<file path="src/rtl/spi_txn_arbiter.sv">
// Round-robin arbiter and burst sequencer sharing one byte-wide SPI master
// engine; holds a per-slave select across a whole burst, with a watchdog.
module spi_txn_arbiter #(
    parameter int NUM_REQ    = 4,
    parameter int GAP_CYCLES = 2,
    parameter int TIMEOUT    = 64
) (
    input  logic                   clk,
    input  logic                   rst,
    input  logic [NUM_REQ-1:0]     req,
    input  logic [NUM_REQ-1:0]     req_last,
    input  logic [8*NUM_REQ-1:0]   req_tx_data,
    output logic [NUM_REQ-1:0]     grant,
    output logic [NUM_REQ-1:0]     byte_ack,
    output logic [7:0]             rx_data,
    output logic                   rx_valid,
    output logic                   err_timeout,
    output logic [NUM_REQ-1:0]     ss_n,
    output logic                   m_start,
    output logic [7:0]             m_tx_data,
    input  logic [7:0]             m_rx_data,
    input  logic                   m_done,
    output logic                   busy
);

    localparam int PW = $clog2(NUM_REQ);
    localparam int WW = $clog2(TIMEOUT);
    localparam int GW = $clog2(GAP_CYCLES + 1);
    localparam logic [NUM_REQ-1:0] ONE = 1;

    typedef enum logic [2:0] {
        IDLE,
        ISSUE,
        WAIT,
        RELEASE,
        GAP
    } state_t;

    state_t          state;
    logic [PW-1:0]   ptr;
    logic [PW-1:0]   owner;
    logic [PW-1:0]   pick;
    logic [PW-1:0]   idx;
    logic            found;
    logic            last_q;
    logic [WW-1:0]   wdog;
    logic [WW-1:0]   wdog_inc;
    logic [GW-1:0]   gap_cnt;

    // Scan downward in offset so the nearest requester after ptr wins last.
    always_comb begin
        pick  = '0;
        idx   = '0;
        found = 1'b0;
        for (int off = NUM_REQ; off >= 1; off--) begin
            idx = PW'((int'(ptr) + off) % NUM_REQ);
            if (req[idx]) begin
                pick  = idx;
                found = 1'b1;
            end
        end
    end

    assign wdog_inc = wdog + 1'b1;

    always_ff @(posedge clk or posedge rst) begin
        if (rst) begin
            state       <= IDLE;
            ptr         <= PW'(NUM_REQ - 1);
            owner       <= '0;
            last_q      <= 1'b0;
            wdog        <= '0;
            gap_cnt     <= '0;
            grant       <= '0;
            byte_ack    <= '0;
            rx_data     <= '0;
            rx_valid    <= 1'b0;
            err_timeout <= 1'b0;
            ss_n        <= '1;
            m_start     <= 1'b0;
            m_tx_data   <= '0;
            busy        <= 1'b0;
        end else begin
            m_start     <= 1'b0;
            byte_ack    <= '0;
            rx_valid    <= 1'b0;
            err_timeout <= 1'b0;
            unique case (state)
                IDLE: begin
                    if (found) begin
                        grant <= ONE << pick;
                        ss_n  <= ~(ONE << pick);
                        owner <= pick;
                        ptr   <= pick;
                        busy  <= 1'b1;
                        state <= ISSUE;
                    end
                end
                ISSUE: begin
                    m_start   <= 1'b1;
                    m_tx_data <= req_tx_data[{owner, 3'b000} +: 8];
                    last_q    <= req_last[owner];
                    wdog      <= '0;
                    state     <= WAIT;
                end
                WAIT: begin
                    if (m_done) begin
                        rx_data  <= m_rx_data;
                        rx_valid <= 1'b1;
                        byte_ack <= grant;
                        state    <= (last_q || !req[owner]) ? RELEASE : ISSUE;
                    end else if (wdog_inc == WW'(TIMEOUT - 1)) begin
                        // abort lands TIMEOUT cycles after the ISSUE cycle
                        err_timeout <= 1'b1;
                        state       <= RELEASE;
                    end else begin
                        wdog <= wdog_inc;
                    end
                end
                RELEASE: begin
                    ss_n    <= '1;
                    grant   <= '0;
                    gap_cnt <= '0;
                    state   <= GAP;
                end
                GAP: begin
                    if (gap_cnt == GW'(GAP_CYCLES - 1)) begin
                        busy  <= 1'b0;
                        state <= IDLE;
                    end else begin
                        gap_cnt <= gap_cnt + 1'b1;
                    end
                end
                default: state <= IDLE;
            endcase
        end
    end

endmodule

</file>
<file path="config.mk">
export PLATFORM = sky130hd
export DESIGN_NAME = spi_txn_arbiter
export DESIGN_NICKNAME = d
export VERILOG_FILES = /design/src/rtl/spi_txn_arbiter.sv
export SDC_FILE = /design/constraint.sdc
export NUM_CORES = 1
export LEC_CHECK = 0
export ABC_AREA = 1
export CAP_MARGIN = 20
export CELL_PAD_IN_SITES_DETAIL_PLACEMENT = 1
export CELL_PAD_IN_SITES_GLOBAL_PLACEMENT = 2
export CORE_AREA = 8 8 104 106
export CTS_BUF_LIST = sky130_fd_sc_hd__clkbuf_4 sky130_fd_sc_hd__clkbuf_8
export CTS_CLUSTER_SIZE = 28
export DETAILED_ROUTE_END_ITERATION = 10
export DIE_AREA = 0 0 112 114
export PLACE_DENSITY = 0.95
export RECOVER_POWER = 25
export SYNTH_ARGS = -nofsm -noshare
export SYNTH_HDL_FRONTEND = slang
export SYNTH_SLANG_ARGS = --single-unit
</file>
<file path="constraint.sdc">
create_clock -name clk -period 2.4 [get_ports clk]
set_input_delay 0.24 -clock clk [delete_from_list [all_inputs] [get_ports clk]]
set_output_delay 0.24 -clock clk [all_outputs]
set_load 0.01 [all_outputs]
</file>
---- Word-level counts from Yosys, hierarchy flattened ----
Index checks and enable logic that the tools add are counted.
storage, ports and cells
  bits in registers ....................... 48
  input bits .............................. 51
  output and inout bits ................... 32
  logic and storage cells ................. 101
cells by class
  $add $sub $neg .......................... 6
  order comparisons ....................... 5
  equality and inequality tests ........... 12
  shift operators ......................... 2
  mux-type cells .......................... 46
  bitwise gates (word level) .............. 1
  reductions and logical operators ........ 14
operator list
  operator             count
  $shiftx 32x6->8      1
  $mux 1               18
  $mux 4               4
  $pmux 4 s2           2
  $lt 2x3->1 const B   5
  $pmux 3 s5           1
  $bmux 1 s2           6
  $mux 2               6
  $mux 3               4
  $mux 6               2
  $pmux 6 s2           1
  $ne 2x2->1 const B   5
  $reduce_and 3->1     3
  $reduce_and 2->1     4
  $reduce_bool 2->1    4
  $add 2x1->2 const B  3
  $add 6x1->6 const B  1
  $eq 3x2->1 const B   2
  $eq 6x6->1 const B   1
  $add 2x2->2 const B  2
  $not 4->4            1
  $pmux 2 s2           1
  $shl 1x2->4 const A  1
  $eq 3x1->1 const B   1
  7 further kinds      7

---- Longest topological paths before layout ----
Gate-level depths: netlist (run 1).
  depth in word-level cells ............... 11
  depth in mapped cells ................... 13
  mapped depth without buffers ............ 13

---- Worst setup path before layout (run 1) ----
Ideal clock, no wire load.
  kind .................................... register -> register
  from .................................... reg ptr[0]
  to ...................................... reg grant[0]
  setup time .............................. 0.117 ns
  data arrival time ....................... 1.405 ns
  data required time ...................... 2.283 ns
  path slack .............................. 0.877 ns
  stages on the path, launching flop included .. 12
  path buffers ............................ 0
  clock period less this slack ............ 1.523 ns
  path through ............................ dfstp_2 inv_2 nand2_1 nand2_2 nand2_2 nand3_2 nor2_4 nand2_4 nand2_8 nand2_4 nand3_1 nand2_1
on the way
  cells in the longest elaborated chain, start to end .. 10
  elaborated cells between the ends (all ways) .. 25
  those cells by class .................... 4 x add/sub; 1 x eq/ne; 1 x shift; 18 x mux; 1 x reduce/logical
RTL lines
  what                          RTL line  RTL
  start: declaration            40        logic [PW-1:0] ptr;
  start signal: assignment      69        ptr <= PW'(NUM_REQ - 1);
  start signal: assignment      94        ptr <= pick;
  $add 2x1->2                   56        idx = PW'((int'(ptr) + off) % NUM_REQ);
  $bmux 1 s2                    57        if (req[idx]) begin
  $mux 1 (implied by the code)  57
  $mux 2 (4 in a row)           57
  $shl 1x2->4                   91        grant <= ONE << pick;
  $mux 4                        90        if (found) begin
  $pmux 4 s2                    88        unique case (state)
  end signal: assignment        91
  end: declaration              13        output logic [NUM_REQ-1:0] grant,
Parallel ways exist; a longest one is shown, timed or not. The select of a mux whose other input is x is not followed.
A chain may end at the register's enable or synchronous reset.

---- Final worst setup path (run 1) ----
  from .................................... reg state[2]
  to ...................................... reg wdog[5]
on the way
  cells in the longest elaborated chain, start to end .. 3
  elaborated cells between the ends (all ways) .. 7
  those cells by class .................... 4 x eq/ne; 1 x mux; 2 x reduce/logical
RTL lines
  what                                                              RTL line  RTL
  start: declaration                                                39        state_t state;
  start signal: assignment                                          111       state <= (last_q || !req[owner]) ? RELEASE : ISSUE;
  $eq 3x2->1 or $eq 3x1->1 (tied branches)                          88
  $ne 2x2->1 (no source line) or $reduce_bool 2->1 (tied branches)  n/a
  $reduce_and 3->1 (no source line)                                 n/a
  end signal: assignment                                            117       wdog <= wdog_inc;
  end: declaration                                                  46        logic [WW-1:0] wdog;
Parallel ways exist; a longest one is shown, timed or not.

==> results of run 1 <==
[layout by cell type (no fill, tap or decap), types with 3 or more instances in the layout]
cell / synthesis / routed
buf_4: 0 / 3
a21oi_1: 3 / 3
nor2_2: 3 / 3
nand3_2: 3 / 3
dfrtp_1: 42 / 42
inv_1: 32 / 31
o22ai_1: 9 / 9
nand3_1: 23 / 23
nor3_1: 3 / 3
o21ai_0: 29 / 29
nor2_1: 28 / 28
ha_1: 3 / 3
clkdlybuf4s50_1: 0 / 81
nand2_1: 96 / 96
clkbuf_8: 0 / 5
nand4_1: 3 / 3
xor2_1: 4 / 4
nand2_4: 3 / 3
nand3b_1: 4 / 4
nand2_2: 7 / 7
dfstp_2: 6 / 6
[path summary, 6_finish.rpt]
check | from | endpoint | cells after the start
min reg2reg | m_tx_data[2]$_DFFE_PP0P_ | m_tx_data[2]$_DFFE_PP0P_ | 2
max in group asynchronous | rst | m_tx_data[2]$_DFFE_PP0P_ | 3
max reg2reg | state[2]$_DFFE_PP0P_ | wdog[5]$_DFFE_PP0P_ | 8
min in group asynchronous | rst | byte_ack[1]$_DFF_PP0_ | 3
min | m_rx_data[3] | rx_data[3]$_DFFE_PP0P_ | 3
max | state[2]$_DFFE_PP0P_ | wdog[5]$_DFFE_PP0P_ | 8
[worst reg2reg max path, cell delays in order (launching register included)]
cell and delay, ns:
dfrtp_1 0.44, nor2_1 0.11, inv_1 0.10, nor2_1 0.30
inv_1 0.15, nor2_2 0.28, nand2_4 0.12, nand3_1 0.08
nand2_1 0.06
[state kept, by name, indices dropped and copies added (netlist names), 2 cells and up]
name,count
byte_ack,4
gap_cnt,2
grant,4
m_tx_data,8
owner,2
ptr,2
rx_data,8
ss_n,4
state,3
wdog,6
[cell families after synthesis]
| family | after synthesis | synth area share |
|---|---|---|
| DFF | 48 | 0.481 |
| xor gates and xnor gates | 4 | 0.0139 |
| and+or+nand+nor | 177 | 0.328 |
| buffers and inverters | 43 | 0.0642 |
| AOI/OAI and AO/OA | 45 | 0.0986 |
| adders and majority gates | 3 | 0.0149 |
[per-stage QoR]
step                instances  worst slack [ns]  hold WS, ns
global placement          509             0.662        0.462
finish                    517             0.658        0.447
detailed placement        509             0.550        0.464
global route              517             0.468        0.455
floorplan                 320             0.877        0.313
CTS                       517             0.629        0.292
[cells in the mapped netlist, drive strengths merged]
library cell  number
xor2               4
dfstp              6
clkinv             1
nor3               4
nand3b             4
clkbuf             8
nand3             26
dfrtp             42
inv               34
a21oi              4
o22ai              9
nand4              3
nand2            107
ha                 3
o21ai             32
nor2              33
[routing by layer]
metal	GRT usage	vias to the layer above	wire, um
li1	-	1188	-
met1	0.145	1175	3400
met2	0.239	51	4090
met3	0.0417	11	504
met4	0.0333	0	129
met5	0	-	0
[power groups by stage]
| stage | logic (mW) | clock network [mW] | registers (mW) |
|---|---|---|---|
| 5_1_grt | 2.66 | 0.673 | 1.42 |
| 2_1_floorplan | 1.39 | 0 | 1.42 |
| 3_5_place_dp | 2.38 | 0 | 1.38 |
| 4_1_cts | 2.39 | 0.638 | 1.38 |
| 6_report | 2.34 | 0.623 | 1.37 |
| 3_3_place_gp | 2.31 | 0 | 1.37 |
[layout make-up]
cell class / instances / area (um2)
fill: 1116 / 5520
sequential: 48 / 1210
multi-input combinational: 229 / 1140
timing repair buffer: 86 / 848
tap: 111 / 139
inverter: 35 / 131
clock buffer: 5 / 68.8
clock inverter: 3 / 46.3
==> results.yml, run 1 <==
run_status:
  outcome: "complete, no violations"
critical_path:
  critPathArrivalTime_ns: 1.95
  r2r_slack_ns: 0.66
  slowest_delay_ns: 0.44
  crit_chain: "nor2_1, inv_1, nor2_1, inv_1, nor2_2, nand2_4, nand3_1, nand2_1"
  crit_path_max_fanout: 7
  critical_path_class: "flip-flop to flip-flop"
  cp.required_ns: 2.61
  startpoint_type: "flip-flop"
  cp-end-kind: "flip-flop"
  cp.buffers_inverters: 2
  critPathSlowestCell: "dfrtp_1"
  critPathTopFamily: "simple AND/OR/NAND/NOR gates"
cts:
  cts_root_buf: "clkbuf_8"
  post-cts-setup-buffers: 0
  cts_resized: 0
  postCtsHoldBufs: 0
  clk_latency_ns: 0.32
  htreeDepth: 2
  cts_sinks: 48
  cts_buffers: 5
  cts_tree: "built"
  cts_buffer_depth: 2
  clk_pin_slew_ns: 0.11
final_layout:
  layout-drive-gt1-share: 0.106
  area_growth_pct: 42.7
  postLayoutCoreUtil: 0.394
  finalInstanceArea_um2: 3590
  nets: 459
  diodes: 0
pwr:
  powerDensity_nw_per_um2: 1210
  clockPowerShare: 0.144
  switching_share: 0.449
  ir_worst_vdd_mv: 0.426
  total_power_mw: 4.33
  pwr-share-seq: 0.317
  p_switching_mw: 1.94
  internal_power_mw: 2.39
  leakagePower_nw: 1.68
  pwr-share-comb: 0.539
logic_synthesis:
  syn_area_um2: 2510
  ys_warn_count: 0
  synthTopCellsByArea: "dfrtp_1 42%, nand2_1 14%, dfstp_2 6.3%, o21ai_0 5.8%, inv_1 4.8%"
  seq_area_frac_synth: 0.481
  ys_types: 27
  synth_top_area_cell: "dfrtp_1"
  ys_ff_latch: 48
  synth_nets: 374
  synth_area_per_cell_um2: 7.86
  yosysTopAreaCellShare: 0.418
  syn-instance-count: 320
sta:
  drv_slew: 0
  finClkSkew_ns: 0.0107
  fmax_ghz: 0.574
  period_minus_slack_ns: 1.74
  relSlewSlack: 0.178
  hold_violations: 0
  setup_viol: 0
  fin_setup_tns_ns: 0
  timing.final.crit_share: 0.726
  rsz0062_at_grt: "false"
  max_slew.worst_pin.slew_ns: 1.23
global_routing:
  grt_antenna_before_repair: 0
  grt-ovfl-total: 0
  track_usage: 0.131
  grt_max_degree: 49
  grt_pass1_vias: 2741
  grt_pass1_wl_um: 13700
floorplanning:
  die_area_um2: 12800
  coreArea_um2: 9110
  num_rows: 35
  die_height_um: 114
  initial_core_util: 0.276
  boundaryPins: 83
  die_x_um: 112
placed_design:
  gp_congestion: 0.801
  hpwlAfterDp_um: 6290
  numPortBuffers: 82
  dpl_cell_area_um2: 3490
routing:
  drt_iter0_markers: 59
  wl_um: 8120
  firstDrtPassIters: 4
  post_drt_wl_per_cell_um: 15.7
  ant_nets: 0
  num_vias: 2425
  via_per_inst: 4.69
  post-route-drc-count: 0
worst_hold_path:
  hold_path.class: "input pin to flip-flop"
job:
  maxCapViolCount: 0
Power figures use the tool's default switching activity.
==> run 2, diff against run 1 <==
Settings changed: CORE_AREA 8 8 104 106 to 8 8 108 110, DIE_AREA 0 0 112 114 to 0 0 116 118, PLACE_DENSITY 0.95 to 0.91.
Clock period 2.4 ns to 1.65 ns, I/O delays scaled along.
==> run 2 against run 1 <==
The run now ends with negative setup slack left. Non-clock buffer count up 19. Total power up 59%. Critical path depth up 3. Global-route usage down 0.65 points. Utilization down 0.49 points. Final area up 8.4%. Clock power up 23%. Highest routed layer unchanged. Die area up 7.2%.
==> results.yml, run 2 (synthesized netlist as in run 1, its figures left out) <==
run_status:
  outcome: "complete, but fails checks"
  failed_checks: "negative setup slack"
sta:
  layout_setup_ws_ns: -0.0278
  timing.final.crit_share: 1.02
  setup_viol: 6
  finClkSkew_ns: 0.00600
  hold_violations: 0
  fmax_ghz: 0.596
  max_slew.worst_pin.slew_ns: 1.18
  drv_slew: 0
  relSlewSlack: 0.213
  period_minus_slack_ns: 1.68
  rsz0062_at_grt: "true"
final_layout:
  postLayoutCoreUtil: 0.389
  nets: 478
  diodes: 0
  top_regs: "m_tx_data: 8 flops, rx_data: 8 flops, wdog: 6 flops"
  area_growth_pct: 54.7
  fin_cells: 561
  fillCellCount: 1201
  final_cell_mix: "85 x nand2_1, 81 x clkdlybuf4s50_1, 42 x dfrtp_1"
  layout_commonest_cell: "nand2_1"
  finalInstanceArea_um2: 3890
  layout-drive-gt1-share: 0.200
worst_hold_path:
  hold_path.class: "input pin to flip-flop"
cts:
  htreeDepth: 2
  cts_sinks: 48
  cts_buffer_depth: 2
  clk_latency_ns: 0.30
  cts_root_buf: "clkbuf_8"
  cts_tree: "built"
  cts_buffers: 5
  postCtsHoldBufs: 0
  clk_pin_slew_ns: 0.09
floorplanning:
  initial_core_util: 0.251
  die_area_um2: 13700
  boundaryPins: 83
  die_height_um: 118
  die_x_um: 116
  coreArea_um2: 10000
  num_rows: 37
routing:
  via_per_inst: 4.48
  wl_um: 8430
  ant_nets: 0
  num_vias: 2513
  post-route-drc-count: 0
  post_drt_wl_per_cell_um: 15.0
  drt_iter0_markers: 71
  firstDrtPassIters: 4
placed_design:
  hpwlAfterDp_um: 6440
  dp_cells: 545
  numPortBuffers: 82
  gp_congestion: 0.770
  pre_cts_slack_ns: -0.0974
  dpl_cell_area_um2: 3600
global_routing:
  grt-ovfl-total: 0
  track_usage: 0.125
  grt_pass1_vias: 2687
  grt_max_degree: 49
  grt_antenna_before_repair: 0
  grt_pass1_wl_um: 13900
critical_path:
  cp-end-kind: "flip-flop"
  startpoint_type: "flip-flop"
  critPathSlowestCell: "dfstp_2"
  crit_chain: "inv_4, nand2_2, nand2_4, nand2_4, nand3_4, nor2_4, nand2_4, nand2_8, nand2_4, nand3_2, nand2_1"
  critical_path_class: "flip-flop to flip-flop"
  critPathArrivalTime_ns: 1.88
  critPathMostFrequentCell: "nand2_4"
  cp.required_ns: 1.85
  slowest_delay_ns: 0.62
  cp.buffers_inverters: 1
  critPathTopFamily: "simple AND/OR/NAND/NOR gates"
  crit_path_max_fanout: 8
pwr:
  clockPowerShare: 0.111
  pwr-share-comb: 0.606
  pwr-share-seq: 0.282
  switching_share: 0.450
  ir_worst_vdd_mv: 0.573
  powerDensity_nw_per_um2: 1770
  p_switching_mw: 3.11
  internal_power_mw: 3.79
  leakagePower_nw: 1.80
  total_power_mw: 6.89
job:
  maxCapViolCount: 0
-- run 2: final timing paths --
check,startpoint,end,slack (ns),cells after the start
max,ptr[0]$_DFFE_PP1P_,grant[0]$_DFFE_PP0P_,-0.03,11
min,m_rx_data[7],rx_data[7]$_DFFE_PP0P_,0.39,3
max reg2reg,ptr[0]$_DFFE_PP1P_,grant[0]$_DFFE_PP0P_,-0.03,11
min reg2reg,m_tx_data[7]$_DFFE_PP0P_,m_tx_data[7]$_DFFE_PP0P_,0.49,2
max in group asynchronous,rst,m_tx_data[2]$_DFFE_PP0P_,0.25,3
min in group asynchronous,rst,byte_ack[1]$_DFF_PP0_,0.69,3
-- run 2: repair_timing --
action                                  CTS  global route
endpoints found under the setup margin   17            21
resized for setup                        17            17
setup buffers                             5             3
pin swaps                                12            10
-- run 2: cell type report --
| cell class | count | area (um2) | area share |
|---|---|---|---|
| Multi-Input combinational cell | 229 | 1290 | 0.331 |
| Clock buffer | 7 | 90.1 | 0.0232 |
| Inverter | 35 | 134 | 0.0344 |
| Clock inverter | 1 | 7.51 | 0.00193 |
| Tap cell | 136 | 170 | 0.0438 |
| Sequential cell | 48 | 1210 | 0.311 |
| Timing Repair Buffer | 105 | 991 | 0.255 |
-- run 2: stage by stage --
step                      TNS, ns  hold slack, ns
after floorplan                 0           0.238
after global placement    -0.0185           0.464
after detailed placement   -0.572           0.469
after CTS                  -0.204           0.220
after global routing        -2.18           0.412
final                     -0.0836           0.393
-- run 2: per-layer routing --
| metal | track usage | wire length (um) | up-vias |
|---|---|---|---|
| li1 | - | - | 1224 |
| met1 | 0.156 | 3680 | 1237 |
| met2 | 0.208 | 4280 | 43 |
| met3 | 0.0303 | 366 | 9 |
| met4 | 0.0316 | 98 | 0 |
| met5 | 0 | 0 | - |
-- run 2: power by group through the flow --
stage	logic, mW	clock network [mW]	registers [mW]
4_1_cts	3.99	0.789	1.95
3_3_place_gp	3.58	0	1.95
2_1_floorplan	2.02	0	2.06
5_1_grt	4.63	0.837	2.01
3_5_place_dp	3.73	0	1.96
6_report	4.18	0.767	1.95
-- run 2: tightest hold or removal path, stage by stage --
cell and delay [ns]:
clkdlybuf4s50_1 0.40, nand2_1 0.06, nand2_1 0.04
